===== config.mk =====
export PLATFORM = sky130hd
export DESIGN_NAME = multi_rate_divider
export DESIGN_NICKNAME = d
export VERILOG_FILES = /design/src/rtl/mrd_pkg.sv /design/src/rtl/mrd_channel.sv /design/src/rtl/multi_rate_divider.sv
export SDC_FILE = /design/constraint.sdc
export NUM_CORES = 1
export LEC_CHECK = 0
export CORE_UTILIZATION = 60
export CTS_BUF_LIST = sky130_fd_sc_hd__clkbuf_2
export CTS_CLUSTER_SIZE = 20
export DETAILED_ROUTE_END_ITERATION = 8
export GPL_ROUTABILITY_DRIVEN = 0
export PLACE_DENSITY = 0.77
export SYNTH_ARGS = -nofsm -noshare
export SYNTH_HDL_FRONTEND = slang
export SYNTH_SLANG_ARGS = --single-unit

===== constraint.sdc =====
create_clock -name clk -period 4.8 [get_ports clk]
set_clock_uncertainty 0.15 [all_clocks]
set_input_delay 0.96 -clock clk [delete_from_list [all_inputs] [get_ports clk]]
set_output_delay 0.96 -clock clk [all_outputs]
set_load 0.1 [all_outputs]

===== src/rtl/mrd_pkg.sv =====
// Shared constants and helpers for the multi-rate tick divider.
// Provides default widths and rates, a frequency-to-divisor helper,
// named speed constants and the per-channel action encoding.
package mrd_pkg;

    localparam int MRD_CNT_W       = 27;
    localparam int MRD_CLK_HZ      = 50_000_000;
    localparam int MRD_DEFAULT_DIV = 50_000_000;

    // Divisor that yields one tick per period of the requested rate.
    function automatic int hz_to_div(input int hz);
        return (hz == 0) ? 0 : MRD_CLK_HZ / hz;
    endfunction

    localparam int DIV_1HZ  = hz_to_div(1);
    localparam int DIV_2HZ  = hz_to_div(2);
    localparam int DIV_10HZ = hz_to_div(10);
    localparam int DIV_60HZ = hz_to_div(60);

    // What a channel does on the coming clock edge, in priority order.
    typedef enum logic [2:0] {
        ACT_RESTART = 3'd0,  // forced clear, shadow applied
        ACT_HOLD    = 3'd1,  // paused: counter frozen, tick suppressed
        ACT_OFF     = 3'd2,  // divisor zero: idle, pending value loads
        ACT_WRAP    = 3'd3,  // end of period: tick, pending value loads
        ACT_COUNT   = 3'd4   // mid period: advance counter
    } mrd_act_e;

endpackage


===== src/rtl/mrd_channel.sv =====
// One tick channel: period counter, active and shadow divisors, registered tick.
// MRD_SQUARE_OUT_EN adds a sq_out flop that toggles on every tick.
// A new divisor waits in the shadow register until the current period ends,
// so a period is never cut short or stretched by a reload.
module mrd_channel
    import mrd_pkg::*;
#(
    parameter int CNT_W       = MRD_CNT_W,
    parameter int DEFAULT_DIV = MRD_DEFAULT_DIV
) (
    input  logic             clk,
    input  logic             resetn,
    input  logic             pause,
    input  logic             restart,
    input  logic             wr,
    input  logic [CNT_W-1:0] wr_val,
    output logic             tick,
    output logic             pending
`ifdef MRD_SQUARE_OUT_EN
    ,
    output logic             sq_out
`endif
);

    localparam logic [CNT_W-1:0] RESET_DIV = CNT_W'(DEFAULT_DIV);
    localparam logic [CNT_W-1:0] ONE       = CNT_W'(1);

    logic [CNT_W-1:0] cnt;
    logic [CNT_W-1:0] active_div;
    logic [CNT_W-1:0] shadow_div;
    logic             last_cycle;
    mrd_act_e         act;

    // Unsigned compare; only meaningful when active_div is non-zero.
    assign last_cycle = (cnt == (active_div - ONE));

    // Select this edge's action; restart outranks pause, pause outranks counting.
    always_comb begin
        act = ACT_COUNT;
        if (restart) begin
            act = ACT_RESTART;
        end else if (pause) begin
            act = ACT_HOLD;
        end else if (active_div == '0) begin
            act = ACT_OFF;
        end else if (last_cycle) begin
            act = ACT_WRAP;
        end
    end

    // Counter, tick and active divisor; reloads only at period boundaries or restart.
    always_ff @(posedge clk or negedge resetn) begin
        if (!resetn) begin
            cnt        <= '0;
            tick       <= 1'b0;
            active_div <= RESET_DIV;
        end else begin
            case (act)
                ACT_RESTART: begin
                    cnt        <= '0;
                    tick       <= 1'b0;
                    active_div <= wr ? wr_val : shadow_div;
                end
                ACT_HOLD: begin
                    tick <= 1'b0;
                end
                ACT_OFF: begin
                    cnt  <= '0;
                    tick <= 1'b0;
                    if (pending) begin
                        active_div <= shadow_div;
                    end
                end
                ACT_WRAP: begin
                    cnt  <= '0;
                    tick <= 1'b1;
                    if (pending) begin
                        active_div <= shadow_div;
                    end
                end
                default: begin
                    cnt  <= cnt + ONE;
                    tick <= 1'b0;
                end
            endcase
        end
    end

    // Shadow divisor and pending flag; a write on a load edge stays pending for the next one.
    always_ff @(posedge clk or negedge resetn) begin
        if (!resetn) begin
            shadow_div <= RESET_DIV;
            pending    <= 1'b0;
        end else if (restart) begin
            if (wr) begin
                shadow_div <= wr_val;
            end
            pending <= 1'b0;
        end else if (wr) begin
            shadow_div <= wr_val;
            pending    <= 1'b1;
        end else if (act == ACT_OFF || act == ACT_WRAP) begin
            pending <= 1'b0;
        end
    end

`ifdef MRD_SQUARE_OUT_EN
    // Square wave: flips on each tick-raising edge, holds through pause, clears on restart.
    always_ff @(posedge clk or negedge resetn) begin
        if (!resetn) begin
            sq_out <= 1'b0;
        end else if (act == ACT_RESTART) begin
            sq_out <= 1'b0;
        end else if (act == ACT_WRAP) begin
            sq_out <= ~sq_out;
        end
    end
`endif

endmodule


===== src/rtl/multi_rate_divider.sv =====
// Multi-channel programmable tick generator.
// Decodes the shared divisor write port into per-channel strobes and
// instantiates NUM_CH independent mrd_channel counters sharing one pause.
// MRD_SQUARE_OUT_EN adds the sq_out port with one square-wave output per channel.
module multi_rate_divider
    import mrd_pkg::*;
#(
    parameter int NUM_CH      = 4,
    parameter int CNT_W       = MRD_CNT_W,
    parameter int CLK_HZ      = MRD_CLK_HZ,
    parameter int DEFAULT_DIV = CLK_HZ,
    localparam int CH_W       = (NUM_CH > 1) ? $clog2(NUM_CH) : 1
) (
    input  logic              clk,
    input  logic              resetn,
    input  logic              pause,
    input  logic [NUM_CH-1:0] restart,
    input  logic              div_wr,
    input  logic [CH_W-1:0]   div_ch,
    input  logic [CNT_W-1:0]  div_val,
    output logic [NUM_CH-1:0] tick,
    output logic [NUM_CH-1:0] div_pending
`ifdef MRD_SQUARE_OUT_EN
    ,
    output logic [NUM_CH-1:0] sq_out
`endif
);

    logic [NUM_CH-1:0] wr_en;

    // One-hot write strobe; indices beyond the last channel are dropped.
    always_comb begin
        wr_en = '0;
        if (div_wr && (int'(div_ch) < NUM_CH)) begin
            wr_en[div_ch] = 1'b1;
        end
    end

    for (genvar i = 0; i < NUM_CH; i++) begin : g_ch
        mrd_channel #(
            .CNT_W      (CNT_W),
            .DEFAULT_DIV(DEFAULT_DIV)
        ) u_channel (
            .clk    (clk),
            .resetn (resetn),
            .pause  (pause),
            .restart(restart[i]),
            .wr     (wr_en[i]),
            .wr_val (div_val),
            .tick   (tick[i]),
            .pending(div_pending[i])
`ifdef MRD_SQUARE_OUT_EN
            ,
            .sq_out (sq_out[i])
`endif
        );
    end

endmodule


==> summary.md, run 1 <==
| Metric | Value |
|---|---|
| Worst EP arrival | just under 5 ns |
| Sequential cell area | approximately 0.0084 sq mm |
| CTS root buf | clkbuf_2 |
| Seq cells post-synth | about 330 |
| Mapped Cells | 2019 |
| Design area | 0.0210 sq mm |
| Area leader, netlist | dfrtp_1 |
| Area contributors post-synth | dfrtp_1 (30%), dfstp_2 (13%), xnor2_1 (5.7%) |
| Drt pass-1 iters | 8 |
| Commonest non-fill, non-tap cell in the layout | nor2_1 |
| Synth warn | 0 |
| Synth Cell Area | a little under 0.02 sq mm |
| Area post-placement | around 0.020 sq mm |
| Gr usage total | 0.303 |
| Avg Cell Area, Syn | 9.69 sq um |
| Via count | around 16000 |
| CTS H-tree depth | 3 |
| Most frequent cells in the layout | nor2_1 (268), dfrtp_1 (236), clkbuf_2 (138) |
| Max_cap viols | 0 |
| Clk_lat worst skew | 0.93 ns |
| CP max stage cell | or3_1 |
| Startpoint types | flip-flop |
| Slew headroom | 0.289 |
| Die span in x | roughly 180 microns |
| Nets@finish | ~2100 |
| CTS tree | done |
| Post-DP HPWL | ~33 mm |
| Fill count | roughly 2600 |
| Clock sink count | 332 |
| GRT Residual Overflow | 0 |
| Status | finished clean |
| CP most frequent cell | nand4_1 |
| Post-synth top area share | 0.302 |
| WS Path Type | flip-flop to flip-flop |
| Endpoints failing setup | 0 |
| Starting DRT DRC Count | 1172 |
| Initial antenna violation count | 2 |
| Tcrit/Tclk final | 0.880 |
| DR DRC count | 0 |
| Pwr Density | approximately 330 mW/mm^2 |
| Leakage | 8.21 nW |
| Crit-path cells | nor3_1, nand4_1, or4_1, a2111oi_0, and3_1, nand4_1, or3_1, o221a_2 |
| Post-synthesis sequential area ratio | 0.431 |
| Layout cells sized above 1 | 0.219 |
| Netlist cell types | between 90 and 100 |
| Die area | 0.0334 sq mm |
| Fin crit period | 4.22 ns |
| Die H | around 180 microns |
| Number of top-level pins | 45 |
| F_max | ~240 MHz |
| Worst Hold Class | flip-flop to flip-flop |
| CTS resizes | 0 |
| Prevailing post-synth register cell | dfrtp_1 |
| Worst path max stage delay | roughly 0.78 ns |
| CORE AREA | 0.0318 sq mm |
| Clk slew on worst S/H paths | 0.10 ns |
| Routed WL | 49.1 mm |
| Max Slew Vio Count | 0 |
| EDFF count, synth | 0 |
| Worst path bufs/invs | 0 |
| Cts bufs inserted | a little under 90 |
| Setup tns final | 0 ns |
| Critical Path RT | 5.42 ns |
| Crit path max fanout | 25 |
| Bufs on Longest Clock Path | 3 |
| Largest net degree at the start of global routing | 96 |
| Initial core utilization | 0.616 |
| RSZ-0062 raised after global routing | false |
| Worst Tran Pin Value | about 1.1 ns |
| First-pass GRT wire length | between 80 and 90 mm |
| Async set-reset flop share out of synthesis | 1.00 |
| Multi-input combinational cell area | around 0.010 sq mm |
| Antenna viol nets, final | 0 |
| IO Port Bufs | 44 |
| Cell family with most CP delay | simple AND/OR/NAND/NOR gates |
| VDD IR max | about 0.26 mV |
| Area grow syn2layout | 7.29% |
| Final hold viol count | 0 |
| Number of global-route vias before repair | ~16000 |
| Crit end category | flip-flop |
| Site row count | 65 |
| Post-synth net total | 2064 |
| WL/cell | approximately 19 microns |
| Vias per inst | around 6.3 |
metrics by stage:
step | std cells | total power [mW] | hold slack [ns] | setup WS (ns) | utilization
finish | 2556 | 7.02 | 0.343 | 0.576 | 0.660
floorplan | 2019 | 4.61 | 0.308 | 1.38 | -
global placement | 2401 | 4.99 | 0.312 | 0.922 | 0.635
detailed placement | 2401 | 5.07 | 0.329 | 0.776 | 0.635
CTS | 2554 | 7.06 | 0.306 | 0.723 | 0.660
global route | 2555 | 7.41 | 0.353 | 0.380 | 0.660
routing by layer:
metal,global-route usage,up-vias,part of all wire
met5,0,-,0
met4,0.166,0,0.052
met3,0.0475,168,0.056
met2,0.478,559,0.46
met1,0.402,7831,0.43
li1,-,7454,-
where the power goes:
part	total (mW)	switching, mW	leakage [nW]	internal, mW
Combinational	1.41	0.746	3.56	0.661
Sequential	3.63	0.402	4.04	3.23
Clock	1.98	1.18	0.610	0.803
synthesized netlist by cell type, types with 13 or more instances:
library cell and number:
a31oi_1 17, nand2b_1 20, o32a_1 18, o221a_2 45
a221oi_2 20, buf_4 15, nor4_1 61, xor2_1 96
inv_1 66, nand4_1 43, clkbuf_1 80, nand3_1 62
mux2_2 85, nor2b_1 19, or4_1 18, o31ai_1 31
nand2_1 121, xnor2_1 128, dfrtp_1 236, nor2_1 268
o21a_1 23, o21ai_0 52, buf_2 16, nand3b_1 13
or3_1 48, nor3_1 56, a21oi_1 33, dfstp_2 96
and3_1 26
layout make-up:
cell class                      count  share of cell area
Antenna cell                        2            0.000238
Clock buffer                      138              0.0329
Clock inverter                     14             0.00435
Inverter                           69              0.0123
Multi-Input combinational cell   1491               0.489
Sequential cell                   332               0.401
Tap cell                          435              0.0259
Timing Repair Buffer               75              0.0343
what timing repair did:
| action | CTS | global route |
|---|---|---|
| setup buffers | 0 | 0 |
| hold buffers | 1 | 0 |
| hold endpoints to repair | 82 | 0 |
flip-flops by register name (all words and copies together), names as in the netlist:
register and count:
g_ch.u_channel.active_div 108, g_ch.u_channel.cnt 108, g_ch.u_channel.pending 4, g_ch.u_channel.shadow_div 108, g_ch.u_channel.tick 4
kinds of logic (layout without fill, tap and decap cells):
group                      after synthesis  count (layout)  synth area share
xor gates and xnor gates               224             224             0.100
muxes                                   90              90            0.0515
other                                    0               2                 0
DFF                                    332             332             0.431
AOI/OAI and AO/OA                      346             346             0.150
buffers and inverters                  196             296            0.0454
adders and majority gates                8               8           0.00511
and+or+nand+nor                        823             823             0.217
worst paths after layout:
check	slack, ns	cells past startpoint	start	endpoint
max	0.58	8	g_ch[3].u_channel.active_div[8]$_DFFE_PN0P_	g_ch[3].u_channel.active_div[16]$_DFFE_PN0P_
min	0.34	2	g_ch[0].u_channel.shadow_div[19]$_DFF_PN1_	g_ch[0].u_channel.active_div[19]$_DFFE_PN1P_
max reg2reg	0.58	8	g_ch[3].u_channel.active_div[8]$_DFFE_PN0P_	g_ch[3].u_channel.active_div[16]$_DFFE_PN0P_
min reg2reg	0.34	2	g_ch[0].u_channel.shadow_div[19]$_DFF_PN1_	g_ch[0].u_channel.active_div[19]$_DFFE_PN1P_
max in group asynchronous	2.87	3	resetn	g_ch[1].u_channel.shadow_div[21]$_DFF_PN1_
min in group asynchronous	0.51	2	resetn	g_ch[2].u_channel.cnt[13]$_DFFE_PN0P_
worst register-to-register path: cells and delay by family (launching register included):
family / cells / cell delay (ns)
AOI/OAI and AO/OA: 2 / 0.88
DFF: 1 / 0.48
and+or+nand+nor: 6 / 2.60
No activity file was read; power rests on OpenSTA's default activity.
==> run 2, diff against run 1 <==
CORE_MARGIN = 4   (was default)
MAX_ROUTING_LAYER = met4   (was default)
==> run 2 against run 1 <==
  * Hold slack got worse by 0.038 ns
  * Critical path depth unchanged
  * Non-clock buffer count shrank 2
  * Largest power group unchanged
  * Highest routed layer unchanged
  * Fmax grew 0.28%
  * Global-route usage down 1.3 points
  * Clock power up 5%
  * Core utilization about the same
  * Total power up 1.6%
==> summary.md, run 2 (synthesis gave the netlist of run 1 again) <==
| Metric | Value |
|---|---|
| Clk_lat worst skew | 0.98 ns (+0.05 ns) |
| Critical Path RT | 5.46 ns (+0.04 ns) |
| R2R setup slack | 0.59 ns (about the same) |
| Hold depth | 1 (-1) |
| CP max stage cell | or3_1 |
| Vias per inst | 6.28 (+0.28%) |
| First-pass GRT wire length | 82.6 mm (+1.8%) |
| F_max | 237 MHz (+0.28%) |
| Final Total Pwr | 7.13 mW (+1.6%) |
| Clock sink count | 332 (unchanged) |
| Antenna viol nets, final | 0 (unchanged) |
| WL/cell | 19.4 microns (+1.2%) |
| RSZ-0062 raised after global routing | false |
| Met1 Track Usage GR | 0.393 (-0.00906) |
| Initial core utilization | 0.614 (-0.00157) |
| Worst Min Path Start | g_ch[1].u_channel.shadow_div[6]$_DFF_PN0_ |
| Worst path max stage delay | 0.72 ns (-0.06 ns) |
| Via count | 16133 (+0.76%) |
| Worst EP arrival | 4.87 ns (+0.03 ns) |
| Status | finished clean |
| Largest net degree at the start of global routing | 113 (+18%) |
| GR Util met2 | 0.438 (-0.0394) |
| VDD IR max | 0.212 mV (-18%) |
| WS Path Type | flip-flop to flip-flop |
| Clk slew on worst S/H paths | 0.13 ns (+0.03 ns) |
| Most frequent cells in the layout | nor2_1 (268), dfrtp_1 (236), clkbuf_2 (154) |
| Die span in x | 189 microns (+3.3%) |
| Number of global-route vias before repair | 15834 (+0.34%) |
| CTS H-tree depth | 3 (unchanged) |
| Area post-placement | 0.0202 sq mm (about the same) |
| Pwr Density | 339 mW/mm^2 (+1.3%) |
| Max_cap viols | 0 (unchanged) |
| Crit path max fanout | 25 (unchanged) |
| R2R depth | 8 (unchanged) |
| Max Slew Vio Count | 0 (unchanged) |
| Biggest regs | g_ch.u_channel.active_div (108), g_ch.u_channel.cnt (108), g_ch.u_channel.shadow_div (108) |
| Tcrit/Tclk final | 0.878 (-0.00247) |
| Met3 Track Usage GR | 0.0474 (-0.0000705) |
| Final hold viol count | 0 (unchanged) |
| Area grow syn2layout | 7.57% |
| CTS resizes | 0 (unchanged) |
| Leakage | 8.27 nW (+0.63%) |
| Initial antenna violation count | 3 (+1) |
| GRT Residual Overflow | 0 (unchanged) |
| Worst Tran Pin Value | 1.17 ns (+0.101 ns) |
| Site row count | 65 (unchanged) |
| Post-DP HPWL | 33.5 mm (+0.81%) |
| Worst Hold Class | flip-flop to flip-flop |
| Commonest non-fill, non-tap cell in the layout | nor2_1 |
| Gr usage total | 0.290 (-0.0134) |
| Drt pass-1 iters | 9 (+1) |
| IO Port Bufs | 44 (unchanged) |
| Routed WL | 49.9 mm (+1.7%) |
| Min Hold Slack | 0.305 ns (-0.0380 ns) |
| Starting DRT DRC Count | 1423 (+21%) |
| Non-filler instance count after layout | 2568 (+0.47%) |
| Reg-to-Reg Start | g_ch[3].u_channel.active_div[2]$_DFFE_PN0P_ |
| Worst r2r dst | g_ch[3].u_channel.active_div[16]$_DFFE_PN0P_ |
| GRT busiest layer | met2 |
| Crit end category | flip-flop |
| Slew headroom | 0.222 (-0.0671) |
| Endpoints failing setup | 0 (unchanged) |
| Cell family with most CP delay | simple AND/OR/NAND/NOR gates |
| Inst Count DP | 2399 (-0.083%) |
| Nets@finish | 2102 (+0.048%) |
| Cts bufs inserted | 90 (+3.4%) |
| Design area | 0.0211 sq mm (+0.26%) |
| Bufs on Longest Clock Path | 3 (unchanged) |
| Die area | 0.0356 sq mm (+6.7%) |
| Layout cells sized above 1 | 0.224 (+0.00497) |
| Crit-path cells | nor4_4, nand4_1, or4_1, a2111oi_0, and3_1, nand4_1, or3_1, o221a_2 |
| Startpoint types | flip-flop |
| Worst Hold Path EP | g_ch[1].u_channel.active_div[6]$_DFFE_PN0P_ |
| CTS root buf | clkbuf_2 |
| CP most frequent cell | nand4_1 |
| Worst path bufs/invs | 0 (unchanged) |
| DR DRC count | 0 (unchanged) |
| CORE AREA | 0.0319 sq mm (+0.26%) |
| Number of top-level pins | 45 (unchanged) |
| Fin crit period | 4.21 ns (-0.0118 ns) |
| Setup tns final | 0 ns (unchanged) |
| Die H | 189 microns (+3.3%) |
| CTS tree | done |
==> run 2: layout make-up <==
type,count,area (sq um)
Antenna cell,3,7.51
Clock buffer,154,771
Clock inverter,11,77.6
Inverter,69,259
Tap cell,435,544
Fill cell,2609,10800
Sequential cell,332,8430
Timing Repair Buffer,73,706
Multi-Input combinational cell,1491,10300
==> run 2: what timing repair did <==
| action | 4_1_cts | 5_1_grt |
|---|---|---|
| hold endpoints to repair | 85 | 0 |
| hold buffers | 1 | 0 |
| setup buffers | 0 | 0 |
==> run 2: worst max path at each step <==
stage                                                       startpoint                                           end  slack (ns)  cells after the start
after floorplan            g_ch[1].u_channel.active_div[0]$_DFFE_PN0P_         g_ch[1].u_channel.cnt[18]$_DFFE_PN0P_        1.38                     15
after global placement     g_ch[1].u_channel.active_div[0]$_DFFE_PN0P_         g_ch[1].u_channel.pending$_DFFE_PN0P_        0.82                     12
after detailed placement  g_ch[2].u_channel.active_div[14]$_DFFE_PN1P_  g_ch[2].u_channel.active_div[10]$_DFFE_PN0P_        0.74                      9
after CTS                  g_ch[3].u_channel.active_div[2]$_DFFE_PN0P_  g_ch[3].u_channel.active_div[16]$_DFFE_PN0P_        0.68                      8
after global routing       g_ch[2].u_channel.active_div[1]$_DFFE_PN0P_  g_ch[2].u_channel.active_div[16]$_DFFE_PN0P_        0.28                     11
final                      g_ch[3].u_channel.active_div[2]$_DFFE_PN0P_  g_ch[3].u_channel.active_div[16]$_DFFE_PN0P_        0.59                      8
==> run 2: through the flow <==
step           worst slack, ns   util
4_1_cts                  0.685  0.660
5_1_grt                  0.284  0.660
2_1_floorplan             1.38      -
3_5_place_dp             0.737  0.633
3_3_place_gp             0.816  0.633
6_report                 0.588  0.660
==> run 2: metal layers <==
layer,up-vias,share of wire
li1,7464,-
met1,7932,0.44
met2,609,0.46
met3,128,0.066
met4,0,0.038
met5,-,0
==> run 2: where the power goes <==
| group | switching (mW) | leakage (nW) | internal (mW) |
|---|---|---|---|
| Combinational | 0.745 | 3.55 | 0.660 |
| Clock | 1.20 | 0.673 | 0.881 |
| Sequential | 0.414 | 4.04 | 3.23 |
